$ cat config.mk
export PLATFORM = sky130hd
export DESIGN_NAME = ifetch
export DESIGN_NICKNAME = d
export VERILOG_FILES = /design/src/rtl/ifetch.sv
export SDC_FILE = /design/constraint.sdc
export NUM_CORES = 1
export LEC_CHECK = 0
export CAP_MARGIN = 10
export CORE_UTILIZATION = 30
export DETAILED_ROUTE_END_ITERATION = 10
export PLACE_DENSITY = 0.5
export SETUP_SLACK_MARGIN = 0.05
export SYNTH_ARGS = -nofsm -noshare
export SYNTH_HDL_FRONTEND = slang
export SYNTH_SLANG_ARGS = --single-unit
$ cat constraint.sdc
create_clock -name clk -period 9.4 [get_ports clk]
set_input_delay 0.94 -clock clk [delete_from_list [all_inputs] [get_ports clk]]
set_output_delay 0.94 -clock clk [all_outputs]
set_load 0.1 [all_outputs]
$ cat src/rtl/ifetch.sv
// Instruction fetch stage: one-outstanding icache request, predictor-driven
// next PC, redirect handling and a small instruction queue toward decode.
module ifetch #(
  parameter logic [31:0] RESET_PC = 32'h0,
  parameter int IQ_DEPTH = 4
) (
  input  logic        clk,
  input  logic        rst,
  input  logic        en,
  output logic        oIC_Req,
  output logic [31:0] oIC_Addr,
  input  logic        iIC_En,
  input  logic [31:0] iIC_Ins,
  output logic [31:0] oBP_Pc,
  input  logic        iBP_En,
  input  logic [31:0] iBP_Pcn,
  input  logic        iFlush,
  input  logic [31:0] iFlush_Pc,
  output logic        oDec_Valid,
  output logic [31:0] oDec_Ins,
  output logic [31:0] oDec_Pc,
  input  logic        iDec_Rdy
);

  localparam int PW = $clog2(IQ_DEPTH);
  localparam int CW = PW + 1;
  localparam logic [CW-1:0] DEPTH_C = CW'(IQ_DEPTH);

  typedef enum logic [1:0] {
    S_REQ,
    S_WAIT,
    S_NEXT
  } state_t;

  state_t state, state_n;
  logic [31:0] pc, pc_n;
  logic [31:0] rpc, rpc_n;
  logic drop, drop_n;
  logic redir, redir_n;
  logic enq, deq;

  logic [CW-1:0] count;
  logic [PW-1:0] head, tail;
  logic [31:0] q_pc [IQ_DEPTH];
  logic [31:0] q_ins [IQ_DEPTH];

  assign oIC_Req    = (state == S_WAIT) && !rst;
  assign oIC_Addr   = pc;
  assign oBP_Pc     = pc;
  assign oDec_Valid = (count != '0) && !rst;
  assign oDec_Ins   = q_ins[head];
  assign oDec_Pc    = q_pc[head];
  assign deq        = (count != '0) && iDec_Rdy;

  // FSM state and fetch-control registers
  always_ff @(posedge clk) begin
    if (rst) begin
      state <= S_REQ;
      pc    <= RESET_PC;
      rpc   <= '0;
      drop  <= 1'b0;
      redir <= 1'b0;
    end else if (en) begin
      state <= state_n;
      pc    <= pc_n;
      rpc   <= rpc_n;
      drop  <= drop_n;
      redir <= redir_n;
    end
  end

  // Next-state, redirect bookkeeping and enqueue decision
  always_comb begin
    state_n = state;
    pc_n    = pc;
    rpc_n   = rpc;
    drop_n  = drop;
    redir_n = redir;
    enq     = 1'b0;
    unique case (state)
      S_REQ: begin
        if (iFlush) pc_n = iFlush_Pc;
        if (count < DEPTH_C) state_n = S_WAIT;
      end
      S_WAIT: begin
        if (iIC_En) begin
          state_n = S_NEXT;
          drop_n  = 1'b0;
          enq     = !drop && !iFlush;
          if (iFlush) begin
            redir_n = 1'b1;
            rpc_n   = iFlush_Pc;
          end
        end else if (iFlush) begin
          drop_n  = 1'b1;
          redir_n = 1'b1;
          rpc_n   = iFlush_Pc;
        end
      end
      S_NEXT: begin
        if (iBP_En) begin
          state_n = S_REQ;
          redir_n = 1'b0;
          if (iFlush)
            pc_n = iFlush_Pc;
          else
            pc_n = redir ? rpc : iBP_Pcn;
        end else if (iFlush) begin
          redir_n = 1'b1;
          rpc_n   = iFlush_Pc;
        end
      end
      default: state_n = S_REQ;
    endcase
  end

  // Queue occupancy and pointers; a flush empties everything
  always_ff @(posedge clk) begin
    if (rst) begin
      count <= '0;
      head  <= '0;
      tail  <= '0;
    end else if (en) begin
      if (iFlush) begin
        count <= '0;
        head  <= '0;
        tail  <= '0;
      end else begin
        if (enq) tail <= tail + PW'(1);
        if (deq) head <= head + PW'(1);
        if (enq && !deq)
          count <= count + CW'(1);
        else if (!enq && deq)
          count <= count - CW'(1);
      end
    end
  end

  // Queue storage write at the tail
  always_ff @(posedge clk) begin
    if (!rst && en && enq) begin
      q_pc[tail]  <= pc;
      q_ins[tail] <= iIC_Ins;
    end
  end

endmodule

After elaboration in Yosys (flattened, before gate mapping) --
Memory sizes are Yosys's and may differ from the RTL's. A register that Yosys moved wholly into a read port is not among the register bits. Index checks and enable logic that the tools add are counted. W data, S select, Z words.
Cells by class: order comparisons 1, equality and inequality tests 7, reductions and logical operators 29, mux-type cells 32, $add $sub $neg 4
Operators with widths (number):
- $mux W32 | 6
- $pmux W32 S2 | 2
- $mux W2 | 11
- $ne A2 B2 Y1 const B | 5
- $reduce_bool A2 Y1 | 5
- $mux W3 | 3
- $logic_and A1 B1 Y1 | 8
- $mux W1 | 8
- $reduce_and A2 Y1 | 4
- $reduce_and A4 Y1 | 2
- $pmux W2 S3 | 1
- $reduce_and A3 Y1 | 2
- $reduce_bool A3 Y1 | 2
- $logic_not A1 Y1 | 5
- $add A2 B1 Y2 const B | 2
- $add A3 B1 Y3 const B | 1
- $lt A3 B3 Y1 const B | 1
- $sub A3 B1 Y3 const B | 1
- $eq A2 B1 Y1 const B | 1
- $eq A2 B2 Y1 const B | 1
- $logic_not A2 Y1 | 1
- $pmux W1 S2 | 1
Word-level totals: memories 2, logic and storage cells 83, input port bits 103, register bits 75, output and inout bits 130, RAM bits 256
Memory list:
- q_ins | words 4, width 32, rd ports 1, clocked after memory_dff 1, write ports 1, line 45 | logic [31:0] q_ins [IQ_DEPTH];
- q_pc | words 4, width 32, rd ports 1, clocked after memory_dff 1, write ports 1, line 44 | logic [31:0] q_pc [IQ_DEPTH];

Longest topological paths before layout --
Gate-level depths: netlist of run 1.
word-level depth 9, mapped depth 8, mapped depth without buffers 8

Worst setup path after synthesis of run 1 --
OpenSTA, ideal clock, no wires.
path kind input to register, start point in en, end point mem q_ins[0][0], enable pin, stages 4, setup slack 5.832 ns, arrival 3.140 ns, buffers on the path 1, setup time 0.429 ns, required time 8.971 ns, path through clkbuf_1 > nand2b_1 > nor3_1 > and2_1
On the way: longest elaborated chain between the ends 4
RTL lines:
- start: declaration | line 9 | input logic en,
- $logic_and A1 B1 Y1 (2 in a row) | line 141 | if (!rst && en && enq) begin
- $mux W1 | line 141
- $mux W1 (not written as such) | line 143 | q_ins[tail] <= iIC_Ins;
- end: declaration | line 45
Every way passes these cells.

==> results.toml, run 1 <==
[timing]
max-slew-margin-rel = 0.267
hold_viol = 0
setup_ws_ns = 4.76
finalSetupViolations = 0
clock.fmax_mhz = 215
period_share = 0.494
tns_ns = 0
rsz0062_at_grt = "false"
slew_viol_final = 0
tightest_slew_ns = 1.10
skew_ns = 0.0136
hold_ws_ns = 0.454
min_period_ns = 4.64

[logic_synthesis]
seq_area_frac_synth = 0.707
ys_top_cells_by_area = "edfxtp_1, dfxtp_1, mux4_2"
ys_ff_latch = 333
synth_edf_count = 256
synthesis.area_sq_um = 13100
synth_common_cells = "edfxtp_1, nand2_1, dfxtp_1, a21oi_1, mux4_2"
yosysTopAreaCell = "edfxtp_1"
ys.flop_type = "edfxtp_1"
ys_async_sr_fraction = 0
yosysMostFrequentCell = "edfxtp_1"
syn_area_per_cell_sq_um = 15.9
synth.top_cell.area_share = 0.589
syn_inst = 821
synth_cell_types = 39
ys_warn_count = 0
synth_fp_nets = 932

[detailed_routing]
wl_mm = 32.1
drt_iter0_drc = 489
ant_nets = 0
drc = 0
via_count = 7529
vias_per_cell = 4.61
wl_per_cell_um = 19.6
first_pass_iters = 5

[layout]
utilization = 0.394
nNetsFinal = 1131
num_antenna_cells = 0
final_layout_size_suffix_gt1_frac = 0.129
syn_to_final_growth_pct = 29.8
fin_area_sq_um = 16900
nFillCells = 4073

[global_route]
grt_pass1_wl_mm = 48.8
grt_pass1_vias = 7858
grt_overflow = 0
grt_use_total = 0.148
grt_max_degree = 81
antenna_found_initial = 0

[critical_path]
start_kind = "flop"
cp_max_fo = 37
slowest_stage = "clkdlybuf4s50_1"
end_kind = "primary output"
crit_type = "flop to primary output"
arrival_ns = 3.70
critPathRequiredTime_ns = 8.46
max_stage_delay_ns = 0.99
path_cells = "buf_4 -> mux4_2 -> clkdlybuf4s50_1"

[cts]
cts.path.max_buffers = 3
clock_sinks = 333
cts-root-buf = "clkbuf_16"
cts_setup_buffers = 0
htree_num_levels = 2
clk_pin_slew_worst_paths_ns = 0.06
clk_latency_ns = 0.53
cts_tree = "yes"
cts.hold.buffers_added = 0
cts_resized = 0
cts_made_buffers = 39

[floorplan]
start_util = 0.304
core_area_sq_um = 43000
num_io_pins = 233
row_count = 76
die_w_um = 211
die_area_sq_um = 44300
die_y_um = 211

[flow_run]
maxCapViolCount = 0

[placement]
portBuffers = 232
placed_area_sq_um = 15700
post-place-ws_ns = 5.19
detailed_place_hpwl_mm = 19.1
gp_congestion = 0.725

[power]
pwr_density_cell_nw_per_um2 = 200
ir_drop_v = 0.000103
p_leak_nw = 5.17

[hold_path]
hp-class = "flop to flop"

[status]
status = "finished clean"
-- metal layers --
metal  track usage  up-vias  share of wire
met2         0.233      218           0.46
li1              -     3515              -
met4        0.0447        0          0.023
met3        0.0375       45          0.055
met1         0.200     3751           0.46
met5             0        -              0
-- path summary, 6_finish.rpt --
path / start / end / slack (ns) / cells after the start
setup / recovery: flop / oDec_Pc[3] / 4.76 / 3
hold / removal: rpc[5] / rpc[5] / 0.45 / 2
setup reg to reg: state[1] / q_pc[0][29] / 6.39 / 6
hold reg to reg: rpc[5] / rpc[5] / 0.45 / 2
-- area by class of cell --
class                           count  area [sq um]  share of cell area
Sequential cell                   333          9240               0.545
Timing Repair Buffer              240          2380               0.140
Inverter                            8          30.0             0.00177
Tap cell                          585           732              0.0432
Clock buffer                       50          1060              0.0626
Multi-Input combinational cell    398          3360               0.198
Clock inverter                     19           141             0.00835
-- metrics by stage --
stage / power [mW] / cells
final: 3.38 / 1633
after global routing: 3.51 / 1633
after CTS: 3.44 / 1633
after detailed placement: 1.99 / 1564
after global placement: 1.99 / 1564
after floorplan: 1.88 / 821
-- state kept, by name, indices dropped and copies added (netlist names), named ones only --
| register | count |
|---|---|
| q_pc | 128 |
| redir | 1 |
| drop | 1 |
| tail | 2 |
| count | 3 |
| state | 2 |
| oBP_Pc | 32 |
| rpc | 32 |
| head | 2 |
| q_ins | 128 |
-- where the power goes --
| part | internal [mW] | switching (mW) |
|---|---|---|
| combinational | 0.101 | 0.230 |
| sequential | 1.60 | 0.0240 |
| clock | 0.848 | 0.577 |
| total | 2.55 | 0.831 |
-- cells in the final DEF (no fill, tap or decap), drive strengths merged, types with 3 or more instances in the layout --
cell type	synthesis	routed
a21oi	73	73
and2	5	5
buf	59	9
clkbuf	23	50
clkdlybuf4s50	0	231
clkinv	0	15
dfxtp	77	77
edfxtp	256	256
ha	7	7
inv	8	8
mux2i	33	33
mux4	64	64
nand2	132	132
nand3b	3	3
nor2	9	9
nor3	7	7
o211ai	34	34
o21ai	5	5
-- kinds of logic after synthesis --
| family | synth area share |
|---|---|
| AO/OA/AOI/OAI | 0.0559 |
| XOR/XNOR | 0.000671 |
| adder cells (fa/ha/maj) | 0.00825 |
| buffers and inverters | 0.0372 |
| flip-flops | 0.707 |
| multiplexers | 0.137 |
| AND/OR/NAND/NOR | 0.0542 |
-- critical path: cells and delay by family, from the launching register on --
kind / cells / cell delay (ns)
buffers and inverters: 2 / 1.72
DFF: 1 / 0.80
muxes: 1 / 0.61
(Power assumes the default switching activity.)
==> inputs of run 2 (changes only) <==
==> constraint.sdc (replaced) <==
create_clock -name clk -period 4.8 [get_ports clk]
set_input_delay 0.48 -clock clk [delete_from_list [all_inputs] [get_ports clk]]
set_output_delay 0.48 -clock clk [all_outputs]
set_load 0.1 [all_outputs]
==> results.toml, run 2 (same netlist as run 1, synthesis figures left out) <==
[power]
clkPwrFrac = 0.421
ir_drop_v = 0.000169
p_leak_nw = 5.21
pwr_density_cell_nw_per_um2 = 389
seqPwrFrac = 0.481
p_int_mw = 4.98
p_switching_mw = 1.64
p_comb_frac = 0.098
swShare = 0.248

[status]
status = "finished clean"

[layout]
final_common_cell = "edfxtp_1"
syn_to_final_growth_pct = 30.4
final_layout_size_suffix_gt1_frac = 0.136
fin_area_sq_um = 17000
final_cell_mix = "edfxtp_1, clkdlybuf4s50_1, nand2_1"
nNetsFinal = 1134
num_antenna_cells = 0
reg.largest.list = "q_ins x128, q_pc x128"
nFillCells = 4045

[detailed_routing]
drc = 0
wl_per_cell_um = 19.9
vias_per_cell = 4.71
first_pass_iters = 4
wl_mm = 32.6
drt_iter0_drc = 456
ant_nets = 0
via_count = 7704

[global_route]
grt_max_degree = 81
grt_use_total = 0.149
grt_pass1_vias = 7953
grt_overflow = 0
antenna_found_initial = 0
grt_pass1_wl_mm = 49.2

[floorplan]
core_area_sq_um = 43000
row_count = 76
start_util = 0.304
die_area_sq_um = 44300
die_w_um = 211
num_io_pins = 233
die_y_um = 211

[placement]
placed_area_sq_um = 15800
detailed_place_hpwl_mm = 20.2
gp_congestion = 0.741
portBuffers = 232

[hold_path]
holdPathStages = 2
hp-class = "flop to flop"

[timing]
slew_viol_final = 0
period_share = 0.769
tns_ns = 0
min_period_ns = 3.69
skew_ns = 0.0194
clock.fmax_mhz = 271
hold_viol = 0
max-slew-margin-rel = 0.292
finalSetupViolations = 0
tightest_slew_ns = 1.06
rsz0062_at_grt = "false"

[critical_path]
rr_startpoint = "state[1]"
critPathRequiredTime_ns = 4.32
start_kind = "flop"
slowest_stage = "clkdlybuf4s50_1"
max_stage_delay_ns = 0.98
reg2reg_slack_ns = 2.14
path_cells = "buf_4 -> mux4_2 -> clkdlybuf4s50_1"
cp_max_fo = 23
crit_end = "oDec_Ins[4]"
rr_worst_depth = 6
crit_type = "flop to primary output"
rr_endpoint = "q_ins[1][5]"
end_kind = "primary output"
arrival_ns = 3.21

[cts]
cts.path.max_buffers = 3
clk_pin_slew_worst_paths_ns = 0.06
cts_resized = 0
htree_num_levels = 2
clk_latency_ns = 0.55
cts-root-buf = "clkbuf_16"
cts_setup_buffers = 0
cts_tree = "yes"
clock_sinks = 333
cts_made_buffers = 37
cts.hold.buffers_added = 0

[flow_run]
maxCapViolCount = 0
[run 2: cell count changes in the layout (fill, tap and decap cells not counted), moves of 2 or more]
| cell | previous run | this run |
|---|---|---|
| clkinv_1 | 10 | 4 |
| clkinvlp_4 | 2 | 0 |
| clkbuf_8 | 0 | 3 |
| clkinv_8 | 0 | 2 |
| clkbuf_16 | 41 | 37 |
| clkinv_2 | 4 | 6 |
| clkbuf_1 | 9 | 11 |
| buf_12 | 0 | 4 |
[run 2: stage by stage]
step / setup slack (ns) / util / hold WS, ns / std cells / power (mW)
final: 1.11 / 0.396 / 0.454 / 1637 / 6.62
after global routing: 0.896 / 0.396 / 0.470 / 1637 / 6.86
after CTS: 0.975 / 0.396 / 0.454 / 1637 / 6.73
after detailed placement: 1.57 / 0.368 / 0.446 / 1569 / 3.90
after global placement: 1.57 / 0.368 / 0.441 / 1569 / 3.90
after floorplan: 1.69 / - / 0.436 / 821 / 3.68
[run 2: worst max-delay path, delay by kind of cell (launching register included)]
kind / cells / cell delay (ns)
flops: 1 / 0.68
buf+inv: 2 / 1.40
mux: 1 / 0.56
[run 2: power by group through the flow]
stage	Clock (mW)	Combinational, mW	Sequential [mW]
2_1_floorplan	0	0.345	3.34
3_3_place_gp	0	0.655	3.24
3_5_place_dp	0	0.656	3.25
4_1_cts	2.89	0.657	3.18
5_1_grt	2.99	0.686	3.19
6_report	2.79	0.651	3.18
[run 2: metal layers]
| metal | global-route usage | vias up | routed length (um) |
|---|---|---|---|
| met5 | 0 | - | 0 |
| met3 | 0.0390 | 40 | 2090 |
| li1 | - | 3521 | - |
| met4 | 0.0402 | 0 | 560 |
| met2 | 0.234 | 239 | 15200 |
| met1 | 0.204 | 3904 | 14800 |
[run 2: layout make-up]
cell class | instances | area, sq um | share of cell area
sequential | 333 | 9240 | 0.543
multi-input combinational | 398 | 3360 | 0.197
timing repair buffer | 245 | 2470 | 0.145
clock buffer | 51 | 1010 | 0.0593
tap | 585 | 732 | 0.0430
clock inverter | 17 | 185 | 0.0109
inverter | 8 | 30.0 | 0.00176
[run 2: how the worst min path moves through the flow]
stage	from	to	slack (ns)
after floorplan	rpc[0]	rpc[0]	0.44
after global placement	rpc[28]	rpc[28]	0.44
after detailed placement	rpc[10]	rpc[10]	0.45
after CTS	rpc[10]	rpc[10]	0.45
after global routing	rpc[6]	rpc[6]	0.47
final	rpc[10]	rpc[10]	0.45
